$ cat config.mk
export PLATFORM = sky130hd
export DESIGN_NAME = clk_div_multi
export DESIGN_NICKNAME = d
export VERILOG_FILES = /design/src/rtl/clk_div_multi_pkg.sv /design/src/rtl/clk_div_channel.sv /design/src/rtl/clk_div_multi.sv
export SDC_FILE = /design/constraint.sdc
export NUM_CORES = 1
export LEC_CHECK = 0
export CAP_MARGIN = 15
export CELL_PAD_IN_SITES_DETAIL_PLACEMENT = 1
export CELL_PAD_IN_SITES_GLOBAL_PLACEMENT = 1
export CORE_ASPECT_RATIO = 2
export CORE_MARGIN = 3
export CORE_UTILIZATION = 40
export DETAILED_ROUTE_END_ITERATION = 10
export PLACE_DENSITY = 0.85
export SLEW_MARGIN = 20
export SYNTH_ARGS = -nofsm -noshare
export SYNTH_HDL_FRONTEND = slang
export SYNTH_SLANG_ARGS = --single-unit
$ cat constraint.sdc
create_clock -name clk -period 2.55 [get_ports clk]
set_input_delay 0.3825 -clock clk [delete_from_list [all_inputs] [get_ports clk]]
set_output_delay 0.3825 -clock clk [all_outputs]
set_load 0.05 [all_outputs]
$ cat src/rtl/clk_div_multi_pkg.sv
// Shared definitions for the multi-channel clock divider: channel state
// encoding, default widths and the high-phase length helper.
// Optional feature macro: CLK_DIV_MULTI_DUTY50_EN (50% duty for odd divisors).
package clk_div_multi_pkg;

  typedef enum logic [1:0] {
    IDLE   = 2'd0,
    RUN    = 2'd1,
    BYPASS = 2'd2
  } ch_state_t;

  localparam int DIV_W_DEF  = 8;
  localparam int NUM_CH_DEF = 4;

`ifdef CLK_DIV_MULTI_DUTY50_EN
  localparam logic DUTY50 = 1'b1;
`else
  localparam logic DUTY50 = 1'b0;
`endif

  // Number of cycles out_q stays high within one period. In duty50 mode odd
  // divisors get one cycle less; the falling-edge flop adds the missing half.
  function automatic logic [15:0] high_len(input logic [15:0] d_act,
                                           input logic        duty50);
    logic [15:0] h;
    if (duty50 && d_act[0] && (d_act >= 16'd3)) begin
      h = (d_act - 16'd1) >> 1;
    end else begin
      h = (d_act >> 1) + {15'd0, d_act[0]};
    end
    return h;
  endfunction

endpackage

$ cat src/rtl/clk_div_channel.sv
// One divider channel: IDLE / RUN / BYPASS state machine with divisor loads
// only at period boundaries and a falling-edge gate for glitch-free bypass.
// Optional feature macro: CLK_DIV_MULTI_DUTY50_EN adds a falling-edge copy of
// out_q so odd divisors produce a 50% duty clock.
module clk_div_channel
  import clk_div_multi_pkg::*;
#(
  parameter int DIV_W = DIV_W_DEF
) (
  input  logic             clk,
  input  logic             reset_n,
  input  logic             enable,
  input  logic [DIV_W-1:0] div,
  input  logic             sync,
  output logic             clk_out,
  output logic             tick,
  output logic             running
);

  ch_state_t        state_r;
  logic [DIV_W-1:0] cnt_r;
  logic [DIV_W-1:0] d_act_r;
  logic             out_q_r;
  logic             tick_r;
  logic             running_r;
  logic             gate_r;
  logic             run_clk_s;

  logic             wrap_s;
  logic             load_s;
  logic             stop_s;
  logic [DIV_W-1:0] d_last_s;
  logic [15:0]      h_s;
  logic [15:0]      cnt_nxt_s;

  assign d_last_s  = d_act_r - {{(DIV_W-1){1'b0}}, 1'b1};
  assign h_s       = high_len(16'(d_act_r), DUTY50);
  assign cnt_nxt_s = 16'(cnt_r) + 16'd1;

  // Decide whether this edge loads a new divisor or drops back to IDLE.
  always_comb begin
    wrap_s = (state_r == RUN) && (cnt_r == d_last_s);
    load_s = 1'b0;
    stop_s = 1'b0;
    if (enable && sync) begin
      load_s = 1'b1;
    end else begin
      case (state_r)
        IDLE: begin
          load_s = enable;
        end
        RUN: begin
          if (wrap_s) begin
            load_s = enable;
            stop_s = ~enable;
          end else begin
            load_s = 1'b0;
          end
        end
        BYPASS: begin
          load_s = enable;
          stop_s = ~enable;
        end
        default: begin
          stop_s = 1'b1;
        end
      endcase
    end
  end

  // Channel state machine with registered out_q, tick and running.
  always_ff @(posedge clk) begin
    if (!reset_n) begin
      state_r   <= IDLE;
      cnt_r     <= '0;
      d_act_r   <= '0;
      out_q_r   <= 1'b0;
      tick_r    <= 1'b0;
      running_r <= 1'b0;
    end else if (load_s) begin
      d_act_r <= div;
      cnt_r   <= '0;
      if (div == '0) begin
        state_r   <= IDLE;
        out_q_r   <= 1'b0;
        tick_r    <= 1'b0;
        running_r <= 1'b0;
      end else if (div == {{(DIV_W-1){1'b0}}, 1'b1}) begin
        state_r   <= BYPASS;
        out_q_r   <= 1'b0;
        tick_r    <= 1'b1;
        running_r <= 1'b1;
      end else begin
        state_r   <= RUN;
        out_q_r   <= 1'b1;
        tick_r    <= 1'b1;
        running_r <= 1'b1;
      end
    end else if (stop_s) begin
      state_r   <= IDLE;
      cnt_r     <= '0;
      out_q_r   <= 1'b0;
      tick_r    <= 1'b0;
      running_r <= 1'b0;
    end else if (state_r == RUN) begin
      cnt_r     <= cnt_r + {{(DIV_W-1){1'b0}}, 1'b1};
      out_q_r   <= (cnt_nxt_s < h_s);
      tick_r    <= 1'b0;
      running_r <= 1'b1;
    end else begin
      out_q_r   <= 1'b0;
      tick_r    <= 1'b0;
      running_r <= 1'b0;
    end
  end

  // Bypass gate follows the state on the falling edge so clk_out never runts.
  always_ff @(negedge clk) begin
    if (!reset_n) begin
      gate_r <= 1'b0;
    end else begin
      gate_r <= (state_r == BYPASS);
    end
  end

`ifdef CLK_DIV_MULTI_DUTY50_EN
  logic out_q_neg_r;

  // Half-cycle delayed copy of out_q that stretches odd-divisor high phases.
  always_ff @(negedge clk) begin
    if (!reset_n) begin
      out_q_neg_r <= 1'b0;
    end else begin
      out_q_neg_r <= out_q_r;
    end
  end

  assign run_clk_s = out_q_r | (out_q_neg_r & d_act_r[0] & (state_r == RUN));
`else
  assign run_clk_s = out_q_r;
`endif

  assign clk_out = run_clk_s | (clk & gate_r);
  assign tick    = tick_r;
  assign running = running_r;

endmodule

$ cat src/rtl/clk_div_multi.sv
// Multi-channel clock divider top: NUM_CH independent channels sharing clk,
// reset_n and the phase-alignment sync pulse.
// Optional feature macro: CLK_DIV_MULTI_DUTY50_EN (handled in each channel).
module clk_div_multi
  import clk_div_multi_pkg::*;
#(
  parameter int NUM_CH = NUM_CH_DEF,
  parameter int DIV_W  = DIV_W_DEF
) (
  input  logic                    clk,
  input  logic                    reset_n,
  input  logic [NUM_CH-1:0]       enable,
  input  logic [NUM_CH*DIV_W-1:0] div,
  input  logic                    sync,
  output logic [NUM_CH-1:0]       clk_out,
  output logic [NUM_CH-1:0]       tick,
  output logic [NUM_CH-1:0]       running
);

  for (genvar i = 0; i < NUM_CH; i++) begin : g_ch
    clk_div_channel #(
      .DIV_W (DIV_W)
    ) u_ch (
      .clk     (clk),
      .reset_n (reset_n),
      .enable  (enable[i]),
      .div     (div[i*DIV_W +: DIV_W]),
      .sync    (sync),
      .clk_out (clk_out[i]),
      .tick    (tick[i]),
      .running (running[i])
    );
  end

endmodule

Word level (Yosys, flattened, before mapping)
Index checks and enable logic that the tools add are counted.
{ "word_totals": {"reg_bits": 88, "in_bits": 39, "out_inout_bits": 12, "wordCells": 185} }
{ "classes": {"n_addsub": 16, "magnitude_cmp": 4, "n_eq_ne": 16, "mux": 76, "bitwise": 13, "reduce_logical": 32} }
{ "op_table": {"columns": ["cell", "n"], "rows": [
  ["< comparator 16 bit", 4],
  ["2-to-1 mux 1 bit", 52],
  ["adder 8 x 1 -> 9 bit (second input constant)", 4],
  ["adder 7 x 1 -> 8 bit", 4],
  ["adder 8 x 1 -> 8 bit (second input constant)", 4],
  ["== test 8 x 1 -> 1 bit (second input constant)", 4],
  ["== test 8 bit", 4],
  ["zero test 8 bit", 4],
  ["2-to-1 mux 2 bit", 16],
  ["subtractor 8 x 1 -> 8 bit (second input constant)", 4],
  ["one-hot mux 1 bit (3 select lines)", 4],
  ["OR reduction 3 bit", 4],
  ["== test 2 x 1 -> 1 bit (second input constant)", 4],
  ["== test 2 bit (second input constant)", 4],
  ["logical AND 1 bit", 8],
  ["zero test 2 bit", 4],
  ["one-hot mux 1 bit (2 select lines)", 4],
  ["AND reduction 2 bit", 4],
  ["nonzero test 2 bit", 4],
  ["OR reduction 2 bit", 4],
  ["NOT 1 bit", 5],
  ["AND 1 bit", 4],
  ["OR 1 bit", 4]
]} }

Depth between registers and ports, before layout
Gate-level depths: netlist of run 1.
{ "logic_depth": {"ltp_word": 8, "depth_mapped": 11, "depth_no_buf": 11} }

Hierarchy
From an unflattened synthesis of run 1, not the netlist that was laid out.
{ "unflattened": {"hier_cells": 881, "area_unflattened_um2": 7063.0} }
{ "modules_own_cells": {"columns": ["mod", "n_inst", "cells_per_inst", "area_each_um2", "seq_area_each_um2"], "rows": [
  ["clk_div_channel at g_ch[0].u_ch ...", 3, 230, 1823.0, 440.4],
  ["clk_div_channel at g_ch[2].u_ch", 1, 191, 1594.0, 440.4]
]} }

==> results of run 1 <==
[cells in the final DEF (no fill, tap or decap), types with 5 or more instances in the layout]
| cell | synthesis | layout |
|---|---|---|
| a211oi_1 | 8 | 5 |
| a21o_1 | 9 | 9 |
| a21oi_1 | 21 | 19 |
| a31oi_1 | 9 | 9 |
| and3_1 | 9 | 9 |
| buf_4 | 12 | 43 |
| buf_6 | 1 | 6 |
| clkbuf_16 | 0 | 13 |
| clkdlybuf4s50_1 | 0 | 45 |
| dfxtp_1 | 88 | 75 |
| dfxtp_2 | 0 | 12 |
| ha_1 | 44 | 39 |
| inv_1 | 22 | 25 |
| mux2i_1 | 26 | 26 |
| nand2_1 | 96 | 96 |
| nand2b_1 | 10 | 10 |
| nand3_1 | 38 | 38 |
| nor2_1 | 55 | 52 |
| nor2_2 | 7 | 5 |
| nor2_4 | 0 | 5 |
| nor2b_1 | 8 | 8 |
| nor3_1 | 22 | 21 |
| nor4_1 | 9 | 8 |
| o21ai_0 | 21 | 17 |
| o21ai_1 | 1 | 5 |
| o22ai_1 | 9 | 9 |
| or2_2 | 5 | 5 |
| or4_4 | 1 | 5 |
| xnor2_1 | 71 | 70 |
| xor2_1 | 40 | 40 |
[state kept, by name (all words and copies together), names as in the netlist]
| signal | cells |
|---|---|
| g_ch.u_ch.cnt_r | 32 |
| g_ch.u_ch.d_act_r | 32 |
| g_ch.u_ch.tick | 4 |
| g_ch.u_ch.running | 4 |
| g_ch.u_ch.gate_r | 4 |
| g_ch.u_ch.state_r | 8 |
| g_ch.u_ch.out_q_r | 4 |
[power breakdown]
group          internal [mW]  total (mW)  switching, mW
logic                  0.347       0.762          0.416
clock network          0.994        1.73          0.739
registers               1.44        1.52         0.0806
[cell families after synthesis]
kind of cell             share of synthesized area (%)
AND/OR/NAND/NOR                                   22.7
XOR/XNOR                                          16.2
AO/OA/AOI/OAI                                     11.6
buffers and inverters                             6.59
flip-flops                                        29.4
adder cells (fa/ha/maj)                           9.18
multiplexers                                      4.34
[final timing paths]
| path | to | slack (ps) |
|---|---|---|
| worst min register to register | g_ch[2].u_ch.d_act_r[1]$_SDFFE_PN0P_ | 490 |
| worst min-delay path | g_ch[3].u_ch.tick$_SDFF_PN0_ | 360 |
| worst max register to register | g_ch[3].u_ch.cnt_r[1]$_SDFFE_PP0P_ | -50 |
| worst max-delay path | clk_out[1] | -320 |
[critical path, cell delays in order, from the launching register on]
cell,delay [ps]
dfxtp_2,320
a21o_1,190
buf_6,160
[per-layer routing]
layer	track usage, %	wire, um	up-vias	part of all wire, %
li1	-	-	2635	-
met1	22.4	6910	2790	34
met2	47.9	11400	172	56
met3	5.80	729	103	3.6
met4	18.1	1370	0	6.7
met5	0	0	-	0
[per-stage QoR]
stage / setup TNS, ps / hold WS (ps) / setup slack [ps]
6_report: -1280 / 356 / -321
5_1_grt: -2050 / 366 / -364
4_1_cts: -1180 / 316 / -314
3_5_place_dp: -2660 / 500 / -289
3_3_place_gp: -1240 / 482 / -272
2_1_floorplan: 0 / 468 / 47.5
[area by class of cell]
type	count	share of cell area [%]
flip-flops and latches	88	24.1
clock inverters	9	0.711
clock buffers	20	5.30
repair buffers	92	11.1
multi-input cells	572	54.4
well taps	192	3.25
inverters	22	1.12
[timing repair]
action,4_1_cts,5_1_grt
setup buffers,3,2
pin swaps,7,11
cloned,2,0
endpoints found under the setup margin,25,82
resized for setup,49,38
==> results.md, run 1 <==
* CTS tree: done
* Synth Area per Inst at 8.01 um^2
* RSZ-0062 raised after global routing: yes
* Starting density of the core at approximately two fifths
* Most common cell in the synthesized netlist: nand2_1
* Dpl cells at 965
* 1st-pass router iterations at 4
* Synth top cells by count: nand2_1, dfxtp_1, xnor2_1, nor2_1, clkbuf_1
* Placeable Area at 14500 um^2
* Synth Flop Type: dfxtp_1
* Die extent in x at about 93 um
* Multi-input gate area at a little over 4000 um^2
* Crit end category: primary output
* Measured slew at the worst slew-check pin at 724 ps
* Drt via density at roughly 5.7
* First-pass GRT wire length at 32.2 mm
* Post-route ant nets at 0
* Die ar. at 16600 um^2
* Maximum vdd ir drop at between 0.0003 and 0.0004 V
* Clock Skews at around 95 ps
* Final Slew Violations at 0
* Hold path startpoint: reset_n
* Total gr overflow at 0
* # nets final at between 800 and 900
* Post-synth ARST share at 0%
* Number of global-route vias before repair at approximately 6500
* Final wirelength at just over 20 mm
* DIE HEIGHT at 179 um
* P_leak at slightly below 3 nW
* Setup CP Type: flip-flop to primary output
* Final count of negative-setup-slack endpoints at 13
* Final worst slack at -321 ps
* Synthesis-to-layout area growth at 23.2%
* Post-route cell area at 7390 um^2
* CTS clock-pin slew for the worst setup and hold paths at ~70 ps
* Row cnt at 62
* Dpl hpwl at about 14 mm
* Largest net degree at the start of global routing at 38
* Vias at between 5000 and 6000
* GP Congestion at ~0.9
* Synth warn at 0
* Post-Syn Area at between 5000 and 6000 um^2
* Sequential-to-total area share from yosys stat at between 20% and 30%
* Worst-path maximum fanout at 1
* CP arrival at approximately 2500 ps
* EDFF count, synth at 0
* Drt wl/cell at between 20 and 25 um
* # IOs at about 50
* Area leader, netlist: dfxtp_1
* Critical path launch point type: flip-flop
* Critical Path RT at 2170 ps
* #FFs+latches synth at slightly below 90
* # port buffers at 50
* Layout cells sized above 1 at between 15 and 20%
* R2R Path Start: g_ch[3].u_ch.d_act_r[0]$_SDFFE_PN0P_
* Worst-Skew Late Latency at roughly 550 ps
* Final Total Pwr at approximately 4 mW
* Critical path origin: g_ch[1].u_ch.gate_r$_SDFF_NN0_
* Sequential Area at 1780 um^2
* Post-route insts no fill at between 900 and 1000
* Synth Net Count at between 800 and 900
* Failing checks: negative setup slack
* Synth unique cells at 54
* Fillers at 1748
* WHS Path Cells at 3
* Power per cell area at between 500 and 600 nW/um^2
* Drt initial violations at roughly 160
* Hold_buf cts at 0
* Ant diodes at 0
* Area contributors post-synth: dfxtp_1, xnor2_1, ha_1
* Worst R2R Path Depth at 6
* Slew margin rel. at 51.3%
* Final Hold Fails at 0
* DRC viols at 0
* Post-synthesis instance total at ~750
* Worst hold path type: input pin to flip-flop
* Initial antenna violation count at 0
* All-Layer GR Usage at between 20% and 30%
* Max Cap Viol at 0
* Final core utilization at approximately half
* Placed cell areas at between 6000 and 7000 um^2
* Status: complete, but fails checks
* Area fraction of the dominant cell type after synthesis at 29.4%
Note: power is estimated with default switching activity, not from simulation.
==> inputs of run 2 (changes only) <==
--- a/config.mk
+++ b/config.mk
@@ -12,7 +12,7 @@
 export CORE_MARGIN = 3
 export CORE_UTILIZATION = 40
 export DETAILED_ROUTE_END_ITERATION = 10
-export PLACE_DENSITY = 0.85
+export PLACE_DENSITY = 0.78
 export SLEW_MARGIN = 20
 export SYNTH_ARGS = -nofsm -noshare
 export SYNTH_HDL_FRONTEND = slang
==> results.md, run 2 (same netlist as run 1, synthesis figures left out) <==
* Status: complete, but fails checks (unchanged)
* Failing checks: negative setup slack (unchanged)
* Logic gate share of total power at 17.7% (was 19.0%)
* 1st-pass router iterations at 4 (unchanged)
* CTS tree: done (unchanged)
* Setup CP Type: flip-flop to primary output (unchanged)
* Critical Path RT at 2170 ps (about the same)
* Dpl hpwl at 13.5 mm (was 13.6 mm)
* Synthesis-to-layout area growth at 25.6% (was 23.2%)
* # port buffers at 50 (unchanged)
* TNS Setup at -1080 ps (was -1280 ps)
* Max incr delay on CP at 310 ps (was 320 ps)
* CTS clock-pin slew for the worst setup and hold paths at 60 ps (was 70 ps)
* P_leak at 3.01 nW (was 2.94 nW)
* Worst hold path type: input pin to flip-flop (unchanged)
* Post-route ant nets at 0 (unchanged)
* Flop-to-flop setup slack at -30 ps (was -50 ps)
* Critical path launch point type: flip-flop (unchanged)
* Hold path startpoint: reset_n (unchanged)
* Die ar. at 16600 um^2 (unchanged)
* Power share of the clock group at 47.3% (was 43.2%)
* Clock Skews at 85.5 ps (was 95.0 ps)
* Commonest non-fill, non-tap cell in the layout: nand2_1 (unchanged)
* Starting density of the core at 41.3% (unchanged)
* Largest regs: g_ch.u_ch.cnt_r: 32 flops, g_ch.u_ch.d_act_r: 32 flops, g_ch.u_ch.state_r: 8 flops (unchanged)
* Row cnt at 62 (unchanged)
* Final Hold Fails at 0 (unchanged)
* Crit end category: primary output (unchanged)
* DRC viols at 0 (unchanged)
* Switching Power at 1.16 mW (was 1.24 mW)
* Drt wl/cell at 18.1 um (was 20.5 um)
* Drt initial violations at 165 (was 162)
* Number of global-route vias before repair at 6047 (was 6450)
* R2R Path Start: g_ch[3].u_ch.d_act_r[1]$_SDFFE_PN0P_ (was g_ch[3].u_ch.d_act_r[0]$_SDFFE_PN0P_)
* Power per cell area at 571 nW/um^2 (was 543 nW/um^2)
* Final count of negative-setup-slack endpoints at 9 (was 13)
* Sw frac at 26.8% (was 30.8%)
* Max Cap Viol at 0 (unchanged)
* Slew margin rel. at 62.9% (was 51.3%)
* CP arrival at 2460 ps (was 2490 ps)
* Final worst slack at -290 ps (was -321 ps)
* Final core utilization at 51.9% (was 50.9%)
* CP max stage cell: dfxtp_2 (unchanged)
* Vias at 5455 (was 5700)
* CP delay by family, top: flip-flops (unchanged)
* Maximum vdd ir drop at 0.000382 V (was 0.000397 V)
* Drt via density at 5.46 (was 5.73)
* Initial antenna violation count at 0 (unchanged)
* # IOs at 51 (unchanged)
* # nets final at 885 (was 880)
* Worst-path maximum fanout at 1 (unchanged)
* First-pass GRT wire length at 29.1 mm (was 32.2 mm)
* Die extent in x at 92.6 um (unchanged)
* All-Layer GR Usage at 22.1% (was 25.1%)
* Measured slew at the worst slew-check pin at 552 ps (was 724 ps)
* Hold_buf cts at 0 (unchanged)
* Buf/Inv on CP at 1 (unchanged)
* RSZ-0062 raised after global routing: yes (unchanged)
* Final Total Pwr at 4.30 mW (was 4.01 mW)
* Final Slew Violations at 0 (unchanged)
* Post-route cell area at 7530 um^2 (was 7390 um^2)
* Worst r2r dst: g_ch[3].u_ch.cnt_r[1]$_SDFFE_PP0P_ (unchanged)
* Post-route insts no fill at 1000 (was 995)
* Layout cells sized above 1 at 17.2% (was 15.3%)
* Ant diodes at 0 (unchanged)
* Power Internal at 3.15 mW (was 2.78 mW)
* DIE HEIGHT at 179 um (unchanged)
* Worst Hold End: g_ch[3].u_ch.tick$_SDFF_PN0_ (unchanged)
* Seq pwr share at 35.0% (was 37.8%)
* Dpl cells at 969 (was 965)
* Placed cell areas at 6770 um^2 (was 6740 um^2)
* Most frequent cells in the layout: nand2_1, dfxtp_1, xnor2_1, nor2_1, buf_4 (was nand2_1, dfxtp_1, xnor2_1, nor2_1, clkdlybuf4s50_1)
* CP Cell Sequence: a21o_1, buf_6 (unchanged)
* Worst R2R Path Depth at 6 (unchanged)
* Total gr overflow at 0 (unchanged)
* WHS Path Cells at 4 (was 3)
* Worst-Skew Late Latency at 540 ps (was 550 ps)
* Placeable Area at 14500 um^2 (unchanged)
* Final wirelength at 18.1 mm (was 20.4 mm)
* GP Congestion at 0.860 (was 0.881)
* Largest net degree at the start of global routing at 38 (unchanged)
## run 2: layout make-up
class	instances	area, um^2
flip-flops and latches	88	1780
well taps	192	240
inverters	22	82.6
clock buffers	20	382
clock inverters	9	144
fillers	1724	6970
multi-input cells	571	4040
repair buffers	98	865
## run 2: stage by stage
stage	worst slack, ps	hold WS (ps)
2_1_floorplan	47.5	468
3_3_place_gp	-277	479
3_5_place_dp	-283	493
4_1_cts	-302	469
5_1_grt	-318	498
6_report	-290	471
## run 2: what timing repair did
item | CTS | global route
cloned | 0 | 2
endpoints found under the setup margin | 40 | 53
resized for setup | 43 | 52
pin swaps | 10 | 25
setup buffers | 1 | 5
endpoints found under the hold margin | 0 | 0
## run 2: worst max path at each step
stage | from | slack, ps | depth (start not counted) | to
2_1_floorplan | g_ch[3].u_ch.d_act_r[0]$_SDFFE_PN0P_ | 50 | 7 | g_ch[3].u_ch.state_r[1]$_SDFFE_PN0P_
3_3_place_gp | g_ch[2].u_ch.gate_r$_SDFF_NN0_ | -280 | 2 | clk_out[2]
3_5_place_dp | g_ch[3].u_ch.gate_r$_SDFF_NN0_ | -280 | 2 | clk_out[3]
4_1_cts | g_ch[1].u_ch.gate_r$_SDFF_NN0_ | -300 | 2 | clk_out[1]
5_1_grt | g_ch[1].u_ch.gate_r$_SDFF_NN0_ | -320 | 2 | clk_out[1]
6_report | g_ch[1].u_ch.gate_r$_SDFF_NN0_ | -290 | 2 | clk_out[1]
## run 2: power by group through the flow
stage               combinational, mW  clock, mW  sequential [mW]
floorplan                       0.475     0.0472             1.50
global placement                0.662     0.0492             1.53
finish                          0.763       2.03             1.51
global route                    0.832       2.15             1.52
CTS                             0.718       2.08             1.50
detailed placement              0.694     0.0492             1.53
## run 2: worst reg2reg max path: cells and delay by family (launching register included)
family / cells / cell delay, ps
AOI/OAI and AO/OA: 4 / 970
DFF: 1 / 360
and+or+nand+nor: 2 / 1180
## run 2: per-layer routing
| metal | track usage, % | up-vias | share of wire [%] |
|---|---|---|---|
| met3 | 4.79 | 42 | 2.5 |
| met5 | 0 | - | 0 |
| met4 | 11.0 | 0 | 3.0 |
| li1 | - | 2639 | - |
| met1 | 20.6 | 2704 | 35 |
| met2 | 44.0 | 70 | 59 |
==> inputs of run 3 (changes only) <==
--- a/config.mk
+++ b/config.mk
@@ -5,6 +5,7 @@
 export SDC_FILE = /design/constraint.sdc
 export NUM_CORES = 1
 export LEC_CHECK = 0
+export ABC_CLOCK_PERIOD_IN_PS = 2550
 export CAP_MARGIN = 15
 export CELL_PAD_IN_SITES_DETAIL_PLACEMENT = 1
 export CELL_PAD_IN_SITES_GLOBAL_PLACEMENT = 1
@@ -12,7 +13,7 @@
 export CORE_MARGIN = 3
 export CORE_UTILIZATION = 40
 export DETAILED_ROUTE_END_ITERATION = 10
-export PLACE_DENSITY = 0.78
+export PLACE_DENSITY_LB_ADDON = 0.1
 export SLEW_MARGIN = 20
 export SYNTH_ARGS = -nofsm -noshare
 export SYNTH_HDL_FRONTEND = slang
==> constraint.sdc (replaced) <==
create_clock -name clk -period 2.55 [get_ports clk]
set_input_delay 0.255 -clock clk [delete_from_list [all_inputs] [get_ports clk]]
set_output_delay 0.255 -clock clk [all_outputs]
set_load 0.05 [all_outputs]
==> results.md, run 3 (same netlist as run 1, synthesis figures left out) <==
* Logic gate share of total power at 18.7% (was 17.7%)
* TNS Setup at -493 ps (was -1080 ps)
* Final Slew Violations at 0 (unchanged)
* # nets final at 885 (unchanged)
* Post-route ant nets at 0 (unchanged)
* Switching Power at 1.21 mW (was 1.16 mW)
* CTS tree: done (unchanged)
* Largest net degree at the start of global routing at 34 (was 38)
* Final wirelength at 17.6 mm (was 18.1 mm)
* Initial antenna violation count at 1 (was 0)
* RSZ-0062 raised after global routing: yes (unchanged)
* Largest regs: g_ch.u_ch.cnt_r: 32 flops, g_ch.u_ch.d_act_r: 32 flops, g_ch.u_ch.state_r: 8 flops (unchanged)
* Critical path launch point type: flip-flop (unchanged)
* DIE HEIGHT at 179 um (unchanged)
* # port buffers at 50 (unchanged)
* Max Cap Viol at 0 (unchanged)
* Sw frac at 29.7% (was 26.8%)
* Die extent in x at 92.6 um (unchanged)
* Seq pwr share at 37.1% (was 35.0%)
* Crit end category: primary output (unchanged)
* Maximum vdd ir drop at 0.000307 V (was 0.000382 V)
* Fillers at 1773 (was 1724)
* Drt via density at 5.45 (was 5.46)
* 1st-pass router iterations at 4 (unchanged)
* # IOs at 51 (unchanged)
* Setup slack at placement at -155 ps (was -283 ps)
* Worst setup path end: clk_out[0] (was clk_out[1])
* Layout cells sized above 1 at 16.3% (was 17.2%)
* Final count of negative-setup-slack endpoints at 6 (was 9)
* Failing checks: negative setup slack (unchanged)
* Critical Path RT at 2300 ps (was 2170 ps)
* Total gr overflow at 0 (unchanged)
* Synthesis-to-layout area growth at 25.0% (was 25.6%)
* Clock Skews at 93.0 ps (was 85.5 ps)
* CP arrival at 2470 ps (was 2460 ps)
* Critical path origin: g_ch[0].u_ch.gate_r$_SDFF_NN0_ (was g_ch[1].u_ch.gate_r$_SDFF_NN0_)
* Placeable Area at 14500 um^2 (unchanged)
* Power per cell area at 542 nW/um^2 (was 571 nW/um^2)
* R2R Path Start: g_ch[3].u_ch.d_act_r[1]$_SDFFE_PN0P_ (unchanged)
* Commonest non-fill, non-tap cell in the layout: nand2_1 (unchanged)
* First-pass GRT wire length at 28.5 mm (was 29.1 mm)
* Post-route cell area at 7490 um^2 (was 7530 um^2)
* Die ar. at 16600 um^2 (unchanged)
* Worst hold path type: input pin to flip-flop (unchanged)
* Starting density of the core at 41.3% (unchanged)
* Final Hold Fails at 0 (unchanged)
* Vias at 5452 (was 5455)
* Worst R2R Path Depth at 7 (was 6)
* P_leak at 3.00 nW (was 3.01 nW)
* Worst r2r dst: g_ch[3].u_ch.cnt_r[1]$_SDFFE_PP0P_ (unchanged)
* Power Internal at 2.86 mW (was 3.15 mW)
* Setup CP Type: flip-flop to primary output (unchanged)
* Worst-path maximum fanout at 1 (unchanged)
* Status: complete, but fails checks (unchanged)
* GP Congestion at 0.904 (was 0.860)
* Slew margin rel. at 56.4% (was 62.9%)
* Final Total Pwr at 4.06 mW (was 4.30 mW)
* Drt wl/cell at 17.6 um (was 18.1 um)
* Power share of the clock group at 44.2% (was 47.3%)
* DRC viols at 0 (unchanged)
* Number of global-route vias before repair at 5958 (was 6047)
* Row cnt at 62 (unchanged)
* Most frequent cells in the layout: nand2_1, dfxtp_1, xnor2_1, nor2_1 (was nand2_1, dfxtp_1, xnor2_1, nor2_1, buf_4)
* Drt initial violations at 128 (was 165)
* Worst-Skew Late Latency at 550 ps (was 540 ps)
* Dpl hpwl at 13.7 mm (was 13.5 mm)
* Hold slack at 332 ps (was 471 ps)
* Measured slew at the worst slew-check pin at 648 ps (was 552 ps)
* Final worst slack at -172 ps (was -290 ps)
* All-Layer GR Usage at 21.7% (was 22.1%)
* Flop-to-flop setup slack at -10 ps (was -30 ps)
* Placed cell areas at 6800 um^2 (was 6770 um^2)
* CTS clock-pin slew for the worst setup and hold paths at 70 ps (was 60 ps)
## run 3: cell count changes in the layout (fill, tap and decap cells not counted), sizes merged
| cell | delta |
|---|---|
| clkinv | +1 |
| clkbuf | -2 |
| diode | +1 |
| clkinvlp | +1 |
| inv | +3 |
| bufinv | -3 |
## run 3: critical path, stage by stage, from the launching register on
cell     delay (ps)
dfxtp_1         300
a21o_1          180
buf_6           160
## run 3: cell type report
cell class | instances | area, um^2 | share of cell area [%]
flip-flops and latches | 88 | 1780 | 23.7
diodes | 1 | 2.50 | 0.0334
repair buffers | 98 | 898 | 12.0
clock inverters | 11 | 92.6 | 1.24
clock buffers | 18 | 374 | 4.99
inverters | 22 | 82.6 | 1.10
multi-input cells | 571 | 4020 | 53.7
well taps | 192 | 240 | 3.21
## run 3: metrics by stage
stage / std cells / util (%)
6_report: 1001 / 51.7
5_1_grt: 1001 / 51.7
4_1_cts: 996 / 49.9
3_5_place_dp: 971 / 46.9
3_3_place_gp: 971 / 46.9
2_1_floorplan: 749 / -
## run 3: what timing repair did
item                                    4_1_cts  5_1_grt
setup buffers                                 1        3
hold buffers                                  0        0
gates cloned                                  0        1
pin swaps                                     5       26
endpoints found under the setup margin       22       83
gates resized for setup                      32       62
## run 3: worst min path at each step
stage,startpoint,endpoint,cells past startpoint,slack [ps]
6_report,reset_n,g_ch[3].u_ch.out_q_r$_SDFF_PN0_,4,330
2_1_floorplan,div[8],g_ch[1].u_ch.state_r[1]$_SDFFE_PN0P_,2,390
5_1_grt,reset_n,g_ch[1].u_ch.d_act_r[1]$_SDFFE_PN0P_,4,360
3_3_place_gp,g_ch[3].u_ch.d_act_r[2]$_SDFFE_PN0P_,g_ch[3].u_ch.d_act_r[2]$_SDFFE_PN0P_,2,470
3_5_place_dp,g_ch[3].u_ch.d_act_r[2]$_SDFFE_PN0P_,g_ch[3].u_ch.d_act_r[2]$_SDFFE_PN0P_,2,480
4_1_cts,reset_n,g_ch[3].u_ch.d_act_r[6]$_SDFFE_PN0P_,4,300
## run 3: power groups by stage
stage | registers, mW | logic [mW] | clock network [mW]
3_5_place_dp | 1.54 | 0.705 | 0.0492
2_1_floorplan | 1.50 | 0.475 | 0.0472
3_3_place_gp | 1.53 | 0.675 | 0.0492
4_1_cts | 1.51 | 0.718 | 1.85
5_1_grt | 1.52 | 0.831 | 1.91
6_report | 1.51 | 0.760 | 1.79
## run 3: per-layer routing
metal	global-route usage, %	vias to the layer above	part of all wire [%]
li1	-	2644	-
met1	20.5	2668	35
met2	43.0	87	58
met3	3.57	53	2.2
met4	11.7	0	4.5
met5	0	-	0
